==> config.mk <==
export PLATFORM = sky130hd
export DESIGN_NAME = mips_lsu
export DESIGN_NICKNAME = d
export VERILOG_FILES = /design/src/rtl/mips_lsu.sv
export SDC_FILE = /design/constraint.sdc
export NUM_CORES = 1
export LEC_CHECK = 0
export ABC_AREA = 1
export CORE_MARGIN = 5
export CORE_UTILIZATION = 40
export CTS_BUF_LIST = sky130_fd_sc_hd__clkbuf_4
export CTS_CLUSTER_SIZE = 24
export DETAILED_ROUTE_END_ITERATION = 7
export GPL_ROUTABILITY_DRIVEN = 0
export GPL_TIMING_DRIVEN = 0
export HOLD_SLACK_MARGIN = 0.05
export PLACE_DENSITY = 0.67
export SETUP_SLACK_MARGIN = 0.2
export SYNTH_ARGS = -nofsm -noshare
export SYNTH_HDL_FRONTEND = slang
export SYNTH_SLANG_ARGS = --single-unit
==> constraint.sdc <==
create_clock -name clk -period 4.35 [get_ports clk]
set_input_delay 0.435 -clock clk [delete_from_list [all_inputs] [get_ports clk]]
set_output_delay 0.435 -clock clk [all_outputs]
set_load 0.02 [all_outputs]
==> src/rtl/mips_lsu.sv <==
// Load/store unit for the MIPS M stage: variable-latency memory handshake with timeout,
// big-endian sub-word lanes, and an LL/SC reservation broken by local stores and snoops.
module mips_lsu #(
    parameter int unsigned ADDR_W       = 32,
    parameter int unsigned RESV_GRAN_LG = 2,
    parameter int unsigned TIMEOUT      = 15
) (
    input  logic              clk,
    input  logic              rst_n,
    input  logic              en_i,
    input  logic              req_valid_i,
    input  logic              req_load_i,
    input  logic              req_store_i,
    input  logic [1:0]        req_size_i,
    input  logic              req_signed_i,
    input  logic              req_ll_i,
    input  logic              req_sc_i,
    input  logic [ADDR_W-1:0] req_addr_i,
    input  logic [31:0]       req_wdata_i,
    input  logic [4:0]        req_rd_i,
    output logic              busy_o,
    output logic              mem_read_en_o,
    output logic [3:0]        mem_write_en_o,
    output logic [ADDR_W-1:0] mem_addr_o,
    output logic [31:0]       mem_write_data_o,
    input  logic [31:0]       mem_read_data_i,
    input  logic              mem_ready_i,
    input  logic              snoop_we_i,
    input  logic [ADDR_W-1:0] snoop_addr_i,
    output logic              resp_valid_o,
    output logic [31:0]       resp_data_o,
    output logic [4:0]        resp_rd_o,
    output logic              resp_err_o,
    output logic              resv_valid_o
);

    localparam int unsigned RA_W  = ADDR_W - RESV_GRAN_LG;
    localparam int unsigned CNT_W = (TIMEOUT < 2) ? 1 : $clog2(TIMEOUT + 1);

    typedef enum logic [1:0] {S_IDLE, S_ACCESS, S_RESP} state_e;

    state_e              state_q, state_d;
    logic                busy_q, busy_d;
    logic                mem_rd_q, mem_rd_d;
    logic [3:0]          mem_we_q, mem_we_d;
    logic [ADDR_W-1:0]   mem_addr_q, mem_addr_d;
    logic [31:0]         mem_wdata_q, mem_wdata_d;
    logic                resp_valid_q, resp_valid_d;
    logic [31:0]         resp_data_q, resp_data_d;
    logic [4:0]          resp_rd_q, resp_rd_d;
    logic                resp_err_q, resp_err_d;
    logic                resv_valid_q, resv_valid_d;
    logic [RA_W-1:0]     resv_addr_q, resv_addr_d;
    logic                ld_q, ld_d;
    logic [1:0]          size_q, size_d;
    logic                sgn_q, sgn_d;
    logic                ll_q, ll_d;
    logic                sc_q, sc_d;
    logic [ADDR_W-1:0]   addr_q, addr_d;
    logic [4:0]          rd_q, rd_d;
    logic                mis_q, mis_d;
    logic                skip_q, skip_d;
    logic [CNT_W-1:0]    cnt_q, cnt_d;

    logic snoop_hit, req_hit, misalign, sc_fail, skip_req, tmo_hit;

    function automatic logic [RA_W-1:0] granule(input logic [ADDR_W-1:0] a);
        return RA_W'(a >> RESV_GRAN_LG);
    endfunction

    function automatic logic [3:0] lanes(input logic [1:0] size, input logic [1:0] off);
        if (size[1])      return 4'b1111;
        else if (size[0]) return off[1] ? 4'b0011 : 4'b1100;
        else              return 4'b1000 >> off;
    endfunction

    function automatic logic [31:0] wrep(input logic [1:0] size, input logic [31:0] w);
        if (size[1])      return w;
        else if (size[0]) return {2{w[15:0]}};
        else              return {4{w[7:0]}};
    endfunction

    // Offset 0 lives in bits 31:24 (big-endian lanes).
    function automatic logic [31:0] ld_fmt(input logic [31:0] d, input logic [1:0] size,
                                           input logic [1:0] off, input logic sgn);
        logic [7:0]  b;
        logic [15:0] h;
        case (off)
            2'd0:    b = d[31:24];
            2'd1:    b = d[23:16];
            2'd2:    b = d[15:8];
            default: b = d[7:0];
        endcase
        h = off[1] ? d[15:0] : d[31:16];
        if (size[1])      return d;
        else if (size[0]) return {{16{sgn & h[15]}}, h};
        else              return {{24{sgn & b[7]}}, b};
    endfunction

    assign snoop_hit = snoop_we_i & resv_valid_q & (granule(snoop_addr_i) == resv_addr_q);
    assign req_hit   = resv_valid_q & (granule(req_addr_i) == resv_addr_q);
    assign misalign  = req_size_i[1] ? (req_addr_i[1:0] != 2'b00) : (req_size_i[0] & req_addr_i[0]);
    assign sc_fail   = req_sc_i & ~(req_hit & ~snoop_hit);
    assign skip_req  = misalign | sc_fail | ~(req_load_i | req_store_i);
    assign tmo_hit   = (TIMEOUT != 0) && ((32'(cnt_q) + 32'd1) >= TIMEOUT);

    // Next-state and registered-output logic; en_i low freezes everything.
    always_comb begin
        state_d      = state_q;
        busy_d       = busy_q;
        mem_rd_d     = mem_rd_q;
        mem_we_d     = mem_we_q;
        mem_addr_d   = mem_addr_q;
        mem_wdata_d  = mem_wdata_q;
        resp_valid_d = resp_valid_q;
        resp_data_d  = resp_data_q;
        resp_rd_d    = resp_rd_q;
        resp_err_d   = resp_err_q;
        resv_valid_d = resv_valid_q;
        resv_addr_d  = resv_addr_q;
        ld_d         = ld_q;
        size_d       = size_q;
        sgn_d        = sgn_q;
        ll_d         = ll_q;
        sc_d         = sc_q;
        addr_d       = addr_q;
        rd_d         = rd_q;
        mis_d        = mis_q;
        skip_d       = skip_q;
        cnt_d        = cnt_q;
        if (en_i) begin
            if (snoop_hit) resv_valid_d = 1'b0;
            unique case (state_q)
                S_IDLE: begin
                    if (req_valid_i) begin
                        state_d = S_ACCESS;
                        busy_d  = 1'b1;
                        cnt_d   = '0;
                        ld_d    = req_load_i;
                        size_d  = req_size_i;
                        sgn_d   = req_signed_i;
                        ll_d    = req_ll_i;
                        sc_d    = req_sc_i;
                        addr_d  = req_addr_i;
                        rd_d    = req_rd_i;
                        mis_d   = misalign;
                        skip_d  = skip_req;
                        // Faulted or failed requests pass one quiet cycle so all responses share the same minimum latency.
                        if (!skip_req) begin
                            mem_rd_d    = req_load_i;
                            mem_we_d    = req_store_i ? lanes(req_size_i, req_addr_i[1:0]) : 4'b0000;
                            mem_addr_d  = req_addr_i;
                            mem_wdata_d = req_store_i ? wrep(req_size_i, req_wdata_i) : 32'd0;
                            if (req_store_i && req_hit) resv_valid_d = 1'b0;
                        end
                    end
                end
                S_ACCESS: begin
                    if (skip_q || mem_ready_i || tmo_hit) begin
                        state_d      = S_RESP;
                        resp_valid_d = 1'b1;
                        resp_rd_d    = rd_q;
                        mem_rd_d     = 1'b0;
                        mem_we_d     = 4'b0000;
                        mem_addr_d   = '0;
                        mem_wdata_d  = 32'd0;
                        if (sc_q && !mis_q) resv_valid_d = 1'b0;
                        if (skip_q) begin
                            resp_err_d  = mis_q;
                            resp_data_d = 32'd0;
                        end else if (mem_ready_i) begin
                            resp_err_d  = 1'b0;
                            resp_data_d = ld_q ? ld_fmt(mem_read_data_i, size_q, addr_q[1:0], sgn_q)
                                               : {31'd0, sc_q};
                            if (ll_q) begin
                                resv_valid_d = 1'b1;
                                resv_addr_d  = granule(addr_q);
                            end
                        end else begin
                            resp_err_d  = 1'b1;
                            resp_data_d = 32'd0;
                        end
                    end else begin
                        cnt_d = cnt_q + CNT_W'(1);
                    end
                end
                S_RESP: begin
                    state_d      = S_IDLE;
                    busy_d       = 1'b0;
                    resp_valid_d = 1'b0;
                    resp_err_d   = 1'b0;
                end
                default: state_d = S_IDLE;
            endcase
        end
    end

    always_ff @(posedge clk or negedge rst_n) begin
        if (!rst_n) state_q <= S_IDLE;
        else        state_q <= state_d;
    end

    always_ff @(posedge clk or negedge rst_n) begin
        if (!rst_n) begin
            busy_q       <= 1'b0;
            mem_rd_q     <= 1'b0;
            mem_we_q     <= 4'b0000;
            mem_addr_q   <= '0;
            mem_wdata_q  <= 32'd0;
            resp_valid_q <= 1'b0;
            resp_data_q  <= 32'd0;
            resp_rd_q    <= 5'd0;
            resp_err_q   <= 1'b0;
            resv_valid_q <= 1'b0;
            resv_addr_q  <= '0;
            ld_q         <= 1'b0;
            size_q       <= 2'd0;
            sgn_q        <= 1'b0;
            ll_q         <= 1'b0;
            sc_q         <= 1'b0;
            addr_q       <= '0;
            rd_q         <= 5'd0;
            mis_q        <= 1'b0;
            skip_q       <= 1'b0;
            cnt_q        <= '0;
        end else begin
            busy_q       <= busy_d;
            mem_rd_q     <= mem_rd_d;
            mem_we_q     <= mem_we_d;
            mem_addr_q   <= mem_addr_d;
            mem_wdata_q  <= mem_wdata_d;
            resp_valid_q <= resp_valid_d;
            resp_data_q  <= resp_data_d;
            resp_rd_q    <= resp_rd_d;
            resp_err_q   <= resp_err_d;
            resv_valid_q <= resv_valid_d;
            resv_addr_q  <= resv_addr_d;
            ld_q         <= ld_d;
            size_q       <= size_d;
            sgn_q        <= sgn_d;
            ll_q         <= ll_d;
            sc_q         <= sc_d;
            addr_q       <= addr_d;
            rd_q         <= rd_d;
            mis_q        <= mis_d;
            skip_q       <= skip_d;
            cnt_q        <= cnt_d;
        end
    end

    assign busy_o           = busy_q;
    assign mem_read_en_o    = mem_rd_q;
    assign mem_write_en_o   = mem_we_q;
    assign mem_addr_o       = mem_addr_q;
    assign mem_write_data_o = mem_wdata_q;
    assign resp_valid_o     = resp_valid_q;
    assign resp_data_o      = resp_data_q;
    assign resp_rd_o        = resp_rd_q;
    assign resp_err_o       = resp_err_q;
    assign resv_valid_o     = resv_valid_q;

endmodule

======== Word level (Yosys, flattened, before mapping) ========
Cells that the tools add are included.
word-level totals
  bits in registers ....................... 191
  logic and storage cells ................. 129
  input port bits ......................... 146
operators by class
  bitwise operators ....................... 15
  $add $sub $neg .......................... 2
  magnitude comparators ................... 1
  equality and inequality tests ........... 10
  shifts and indexed selects .............. 1
  muxes and demuxes ....................... 59
  reductions and logical operators ........ 19
operators by type and width
  operator             number
  $mux 32              13
  $pmux 32 s2          2
  $eq 30x30->1         2
  $mux 8               5
  $mux 4               9
  $pmux 8 s3           1
  $mux 1               18
  $mux 16              1
  $pmux 4 s2           2
  $reduce_and 3->1     5
  $pmux 1 s2           5
  $and 1x1->1          8
  $ne 2x2->1 const B   4
  $reduce_bool 2->1    4
  $reduce_and 6->1     1
  $add 4x1->5 const B  1
  $ge 5x4->1 const B   1
  $reduce_and 5->1     1
  $add 4x1->4 const B  1
  $eq 2x1->1 const B   2
  $eq 2x2->1 const B   2
  $logic_not 2->1      2
  $mux 2               2
  $not 1->1            4
  other kinds (7)      11

======== Longest topological paths before layout ========
Gate-level depths: netlist of run 1.
  depth in word-level cells ............... 13
  gate-level depth with buffers ........... 18
  gate-level depth less buffers ........... 16

======== Worst setup path after synthesis of run 1 ========
OpenSTA, ideal clock, no wires.
  path type ............................... register to register
  from .................................... reg cnt_q[0]
  to ...................................... reg mem_addr_q[0] (netlist: mem_addr_o[0])
  stages on the path, launching flop included .. 13
  required time ........................... 4276 ps
  period minus slack after synthesis ...... 1844 ps
  arrival time ............................ 1770 ps
  slack ................................... 2506 ps
  cell sequence ........................... dfrtp_1 -> inv_1 -> ha_1 -> nor2_1 -> o211ai_1 -> nand4_1 -> nand2_1 -> nor2_4 -> nand2_4 -> buf_12 -> buf_8 -> nand2_2 -> o21ai_2
on the way
  cells in the longest elaborated chain, start to end .. 5
ends and longest elaborated chain
  element                            line  text
  start: declaration                 63    logic [CNT_W-1:0] cnt_q, cnt_d;
  start signal: assignment           247   cnt_q <= cnt_d;
  $add 4x1->5                        105   assign tmo_hit = (TIMEOUT != 0) && ((32'(cnt_q) + 32'd1) >= TIMEOUT);
  $ge 5x4->1                         105
  $logic_or 1x1->1                   159   if (skip_q || mem_ready_i || tmo_hit) begin
  $ne 2x2->1 (no source line)        --
  $reduce_and 5->1 (no source line)  --
  end signal: assignment             230   mem_addr_q <= mem_addr_d;
  end: declaration                   46    logic [ADDR_W-1:0] mem_addr_q, mem_addr_d;
Every way passes these cells.
A chain may end at the register's enable or synchronous reset.

======== Worst setup path in the final report of run 1 ========
  from .................................... reg state_q[1]
  to ...................................... reg addr_q[25]
on the way
  cells in the longest elaborated chain, start to end .. 2
ends and longest elaborated chain
  element                            line  text
  start: declaration                 42    state_e state_q, state_d;
  start signal: assignment           200   else state_q <= state_d;
  $logic_not 2->1                    133   unique case (state_q)
  $reduce_and 3->1 (no source line)  --
  end signal: assignment             243   addr_q <= addr_d;
  end: declaration                   59    logic [ADDR_W-1:0] addr_q, addr_d;
Every way passes these cells.

==> impl_metrics.env, run 1 <==
export IMPL_status="complete, no violations"
export IMPL_fmax_mhz=441.4
export IMPL_die_h_um=169.7
export IMPL_worst_pin_slew_ns=0.8031
export IMPL_path_clk_slew_ns=0.16
export IMPL_ys_ff_latch=191
export IMPL_finalMaxSlewViolations=0
export IMPL_hold_viol_final=0
export IMPL_crit_fanout=10
export IMPL_tns_ns=0
export IMPL_relSlewSlack_pct=46.46
export IMPL_die_width_um=169.7
export IMPL_yosysWarnings=0
export IMPL_nets=1714
export IMPL_grt_first_pass_wirelength_um=49370
export IMPL_rsz0062_at_grt="no"
export IMPL_avgSynthCellArea_um2=7.899
export IMPL_cts_resized=0
export IMPL_worst_ir_drop_vdd_v=0.0003279
export IMPL_cts_buffers=17
export IMPL_post_drt_wl_per_cell_um=16.39
export IMPL_grt_pass1_vias=9024
export IMPL_drtIter0Drc=638
export IMPL_final_core_util_pct=53.49
export IMPL_syn_to_final_growth_pct=31.97
export IMPL_arrival_ns=2.75
export IMPL_clock_path_buffers=2
export IMPL_drt_wl_total_um=31320
export IMPL_num_io_pins=256
export IMPL_worstSetupEndpointType="flip-flop"
export IMPL_grt_max_degree=106
export IMPL_hpwlAfterDp_um=23950
export IMPL_dr_pass1_iters=5
export IMPL_synth_cell_area_mm2=0.01021
export IMPL_port_buffers=253
export IMPL_core_region_area_mm2=0.02518
export IMPL_cellPowerDensity_mw_per_mm2=630.2
export IMPL_crit_required_ns=4.84
export IMPL_n_fill_cell=2407
export IMPL_post_cts_buffers=0
export IMPL_worstSetupPathType="reg2reg"
export IMPL_rows=58
export IMPL_wl_met2_um=14380
export IMPL_skew_ns=0.03324
export IMPL_max_cap_violations=0
export IMPL_dr_total_vias=9271
export IMPL_hold_path_class="in2reg"
export IMPL_cts_root_buf="clkbuf_4"
export IMPL_cts_sinks=191
export IMPL_routed_top_layer="met5"
export IMPL_critPathLaunchType="flip-flop"
export IMPL_gr_total_overflow=0
export IMPL_vias_per_cell=4.851
export IMPL_ant_nets=0
export IMPL_period_share_pct=52.08
export IMPL_ys_types=36
export IMPL_cts_hold_fix_buffers=1
export IMPL_clock_latency_ns=0.60
export IMPL_cts_tree="yes"
export IMPL_yosysSeqAreaShare_pct=46.83
export IMPL_synthCells=1292
export IMPL_antenna_found_initial=3
export IMPL_min_period_ns=2.265
export IMPL_htreeDepth=4
export IMPL_start_util_pct=40.53
export IMPL_setup_viol=0
export IMPL_syn_nets=1440
export IMPL_grt_use_total_pct=21.65
export IMPL_wl_met3_um=2105
export IMPL_wirelength_met1_um=14230
export IMPL_leakage_nw=6.360
export IMPL_dieArea_mm2=0.02881
export IMPL_drc=0
export IMPL_drive_gt1_share_pct=14.88
==> cell usage after synthesis (all sizes together) <==
library cell / number / share of area (%)
nand2: 487 / 19
o211ai: 9 / 0.66
buf: 27 / 3.2
ha: 2 / 0.25
a221oi: 1 / 0.086
a21oi: 53 / 2.6
clkinv: 4 / 0.15
xor2: 2 / 0.17
nand4: 3 / 0.18
o221ai: 1 / 0.086
inv: 123 / 4.5
clkbuf: 34 / 1.3
a22oi: 1 / 0.074
o22ai: 6 / 0.37
or2: 31 / 1.9
dfrtp: 191 / 47
o21ai: 195 / 12
xnor2: 13 / 1.2
nor2: 74 / 3.1
nand3: 35 / 1.7
==> layout by cell type (no fill, tap or decap), drive strengths merged <==
cell type	netlist	routed
clkinv	4	8
o221ai	1	1
ha	2	2
o22ai	6	6
clkdlybuf4s50	0	252
dfrtp	191	191
xnor2	13	13
a21oi	53	53
clkinvlp	0	2
bufinv	0	1
nor2	74	74
nand3	35	35
xor2	2	2
nand2	487	487
o211ai	9	9
a22oi	1	1
inv	123	129
a221oi	1	1
diode	0	2
o21ai	195	195
or2	31	31
clkbuf	34	53
nand4	3	3
buf	27	29
dlygate4sd3	0	1
==> layout make-up <==
cell class | instances | area, µm² | area share, %
flip-flops and latches | 191 | 4780 | 35.49
clock buffers | 19 | 142.6 | 1.059
repair buffers | 255 | 2575 | 19.12
diodes | 2 | 5.005 | 0.03716
multi-input cells | 913 | 4493 | 33.36
clock inverters | 13 | 127.6 | 0.9475
plain buffers | 61 | 456.7 | 3.391
inverters | 127 | 476.7 | 3.539
well taps | 330 | 412.9 | 3.065
==> registers in the layout, indices dropped and copies added, names as in the netlist, 2 cells and up <==
| name | cells |
|---|---|
| addr_q | 32 |
| cnt_q | 4 |
| mem_addr_o | 32 |
| mem_write_data_o | 32 |
| mem_write_en_o | 4 |
| rd_q | 5 |
| resp_data_o | 32 |
| resp_rd_o | 5 |
| resv_addr_q | 30 |
| size_q | 2 |
| state_q | 2 |
==> worst max-delay path, stage by stage, from the launching register on <==
cell	delay [ns]
dfrtp_1	0.49
nor2_2	0.26
inv_1	0.09
nor2_2	0.37
inv_2	0.06
clkbuf_1	0.30
clkbuf_1	0.35
o21ai_0	0.24
==> cell families (layout without fill, tap and decap cells) <==
kind of cell / after synthesis / count (layout) / share of synthesized area [%]
buffers and inverters: 188 / 475 / 9.145
XOR/XNOR: 15 / 15 / 1.361
AND/OR/NAND/NOR: 630 / 630 / 26.22
other: 0 / 2 / 0
flip-flops: 191 / 191 / 46.83
adder cells (fa/ha/maj): 2 / 2 / 0.2451
AO/OA/AOI/OAI: 266 / 266 / 16.19
==> routing by layer <==
metal | GRT usage, % | up-vias
li1 | - | 4633
met3 | 5.451 | 38
met2 | 34.04 | 261
met4 | 5.145 | 4
met5 | 0 | -
met1 | 30.26 | 4335
==> final timing paths <==
kind | slack [ns] | end | depth (start not counted) | from
max | 2.08 | addr_q[25] | 7 | state_q[1]
min | 0.39 | rd_q[1] | 3 | req_rd_i[1]
max reg2reg | 2.08 | addr_q[25] | 7 | state_q[1]
min reg2reg | 0.49 | resv_addr_q[24] | 2 | addr_q[26]
max in group asynchronous | 2.94 | size_q[0] | 3 | rst_n
min in group asynchronous | 0.46 | mem_addr_o[10] | 2 | rst_n
==> power by group <==
part	switching, W	leakage (nW)	internal [W]
Clock	0.000665	0.147	0.000310
Combinational	0.00257	3.80	0.00189
Sequential	0.000538	2.42	0.00252
Total	0.00378	6.36	0.00471
==> metrics by stage <==
step	power (W)	area (µm²)	worst slack [ns]	cells	hold slack, ns
global placement	0.007485	13150	-5.437	1875	0.4537
finish	0.008488	13470	2.085	1911	0.3899
global route	0.009134	13470	1.844	1910	0.3396
detailed placement	0.007569	13180	1.615	1876	0.4574
floorplan	0.005843	10210	2.506	1292	0.1394
CTS	0.008559	13460	2.081	1909	0.3385
No activity file was read; power rests on OpenSTA's default activity.
==> inputs of run 2 (changes only) <==
--- a/config.mk
+++ b/config.mk
@@ -14,7 +14,7 @@
 export GPL_ROUTABILITY_DRIVEN = 0
 export GPL_TIMING_DRIVEN = 0
 export HOLD_SLACK_MARGIN = 0.05
-export PLACE_DENSITY = 0.67
+export PLACE_DENSITY = 0.7
 export SETUP_SLACK_MARGIN = 0.2
 export SYNTH_ARGS = -nofsm -noshare
 export SYNTH_HDL_FRONTEND = slang
==> constraint.sdc (replaced) <==
create_clock -name clk -period 2.06 [get_ports clk]
set_input_delay 0.206 -clock clk [delete_from_list [all_inputs] [get_ports clk]]
set_output_delay 0.206 -clock clk [all_outputs]
set_load 0.02 [all_outputs]
==> run 2 against run 1 <==
The run now ends with negative setup slack left. Die area stayed put. Sequential power is 120% higher. Global-route usage is 0.70 points higher. Largest cell class is now multi-input gates. Highest routed layer unchanged.
==> impl_metrics.env, run 2 (synthesis gave the netlist of run 1 again) <==
export IMPL_start_util_pct=40.53
export IMPL_cts_root_buf="clkbuf_4"
export IMPL_critPathLaunch="resv_addr_q[10]"
export IMPL_hpwlAfterDp_um=23830
export IMPL_gr_total_overflow=0
export IMPL_dr_total_vias=9696
export IMPL_multi_input_area_mm2=0.005129
export IMPL_finalMaxSlewViolations=0
export IMPL_clock_latency_ns=0.58
export IMPL_arrival_ns=2.62
export IMPL_cts_sinks=191
export IMPL_dp_cells=1876
export IMPL_ant_nets=0
export IMPL_skew_ns=0.04423
export IMPL_path_clk_slew_ns=0.18
export IMPL_hold_viol_final=0
export IMPL_cp_cell_sequence="inv_2 > nand2_1 > nand2_1 > nor2_2 > nand2_2 > nor2_4 > nand2_2 > nor2_4 > nand2_1 > nand2_1 > nand2_2 > nand2_4 > nand2_8 > buf_12 > buf_12 > nand2_4 > o21ai_2"
export IMPL_drt_wl_total_um=33600
export IMPL_clock_path_buffers=2
export IMPL_critPathMaxStageDelay_ns=0.45
export IMPL_grt_max_degree=100
export IMPL_tns_ns=-6.608
export IMPL_dr_pass1_iters=5
export IMPL_relSlewSlack_pct=47.35
export IMPL_hp_start="req_rd_i[0]"
export IMPL_layout_cells_non_filler=1959
export IMPL_slowest_stage="dfrtp_1"
export IMPL_max_cap_violations=0
export IMPL_grt_first_pass_wirelength_um=51290
export IMPL_cts_tree="yes"
export IMPL_rsz0062_at_grt="yes"
export IMPL_critical_path_buf_inv_count=3
export IMPL_worst_ir_drop_vdd_v=0.0006922
export IMPL_num_io_pins=256
export IMPL_rows=58
export IMPL_cellPowerDensity_mw_per_mm2=1338
export IMPL_layout_setup_ws_ns=-0.1094
export IMPL_drtIter0Drc=730
export IMPL_die_width_um=169.7
export IMPL_period_share_pct=105.3
export IMPL_hold_path_class="in2reg"
export IMPL_crit_fanout=6
export IMPL_final_core_util_pct=60.23
export IMPL_syn_to_final_growth_pct=48.61
export IMPL_drc=0
export IMPL_status="finished with violations"
export IMPL_htreeDepth=4
export IMPL_worstSetupEndpointType="flip-flop"
export IMPL_cpLargestDelayFamily="simple AND/OR/NAND/NOR gates"
export IMPL_min_period_ns=2.169
export IMPL_layout_common_cells="nand2_1, dfrtp_1, clkdlybuf4s50_1"
export IMPL_n_fill_cell=2178
export IMPL_dieArea_mm2=0.02881
export IMPL_pre_cts_ws_ns=-0.4291
export IMPL_grt_use_total_pct=22.35
export IMPL_vias_per_cell=4.949
export IMPL_fmax_mhz=461.0
export IMPL_grt_pass1_vias=9516
export IMPL_nets=1762
export IMPL_violations="negative setup slack"
export IMPL_antenna_found_initial=3
export IMPL_port_buffers=253
export IMPL_core_region_area_mm2=0.02518
export IMPL_cp_common_cell="nand2_1"
export IMPL_cts_buffers=17
export IMPL_worst_pin_slew_ns=0.7898
export IMPL_leakage_nw=8.269
export IMPL_post_drt_wl_per_cell_um=17.15
export IMPL_drive_gt1_share_pct=23.60
export IMPL_crit_required_ns=2.51
export IMPL_reg2reg_from="resv_addr_q[10]"
export IMPL_die_h_um=169.7
export IMPL_worstSetupPathType="reg2reg"
export IMPL_setup_viol=98
export IMPL_critPathLaunchType="flip-flop"
export IMPL_ff_latch_area_mm2=0.004785
export IMPL_layout_commonest_cell="nand2_1"
run 2: cell count changes in the layout (fill, tap and decap cells not counted), moves of 20 or more:
cell	previous run	this run
nand2_4	2	70
o21ai_1	19	40
clkdlybuf4s50_1	252	158
dlymetal6s2s_1	0	64
o21ai_0	103	71
buf_4	4	24
nand2_1	432	384
nand2_2	53	32
dlygate4sd2_1	0	30
run 2: worst min-delay path: cells and delay by family:
family / cells / cell delay, ns
simple gates: 2 / 0.12
buf+inv: 1 / 0.40
run 2: layer usage:
metal  GRT usage (%)  routed length, µm  vias to the layer above
li1                -                  -                     4729
met1           30.82              14810                     4624
met2           35.84              15820                      280
met3           3.867               1991                       59
met4           7.490                945                        4
met5               0                 23                        -
run 2: area by class of cell:
type                            count  share of cell area (%)
Clock inverter                     14                   1.064
Antenna cell                        2                 0.03300
Clock buffer                       18                  0.8909
Sequential cell                   191                   31.55
Inverter                          127                   3.201
Multi-Input combinational cell    913                   33.81
Timing Repair Buffer              304                   22.60
Tap cell                          330                   2.722
Buffer                             60                   4.125
run 2: metrics by stage:
step                instance area [µm²]  hold slack, ns  total power (W)
floorplan                         10210        -0.08959          0.01234
global placement                  13150          0.4533          0.01578
detailed placement                13180          0.3110          0.01596
CTS                               14170          0.1254          0.01920
global route                      15160          0.1387          0.02166
finish                            15170          0.1778          0.02030
run 2: timing repair:
action / CTS / global route
hold buffers: 1 / 0
buffers inserted: 20 / 11
hold endpoints to repair: 98 / 0
gates resized for setup: 166 / 216
gates cloned: 7 / 11
setup endpoints to repair: 211 / 245
pin swaps: 12 / 30
run 2: final timing paths:
path,to,slack (ns),cells after the start
max,mem_write_data_o[16],-0.11,17
min,rd_q[0],0.18,3
max reg2reg,mem_write_data_o[16],-0.11,17
min in group asynchronous,mem_addr_o[10],0.21,2
min reg2reg,resv_addr_q[22],0.48,2
max in group asynchronous,state_q[0],0.89,3
run 2: power breakdown:
| part | total (W) | internal (W) | leakage (nW) | switching [W] |
|---|---|---|---|---|
| clock | 0.00220 | 0.000763 | 0.161 | 0.00144 |
| sequential | 0.00670 | 0.00532 | 2.41 | 0.00138 |
| combinational | 0.0114 | 0.00517 | 5.70 | 0.00623 |
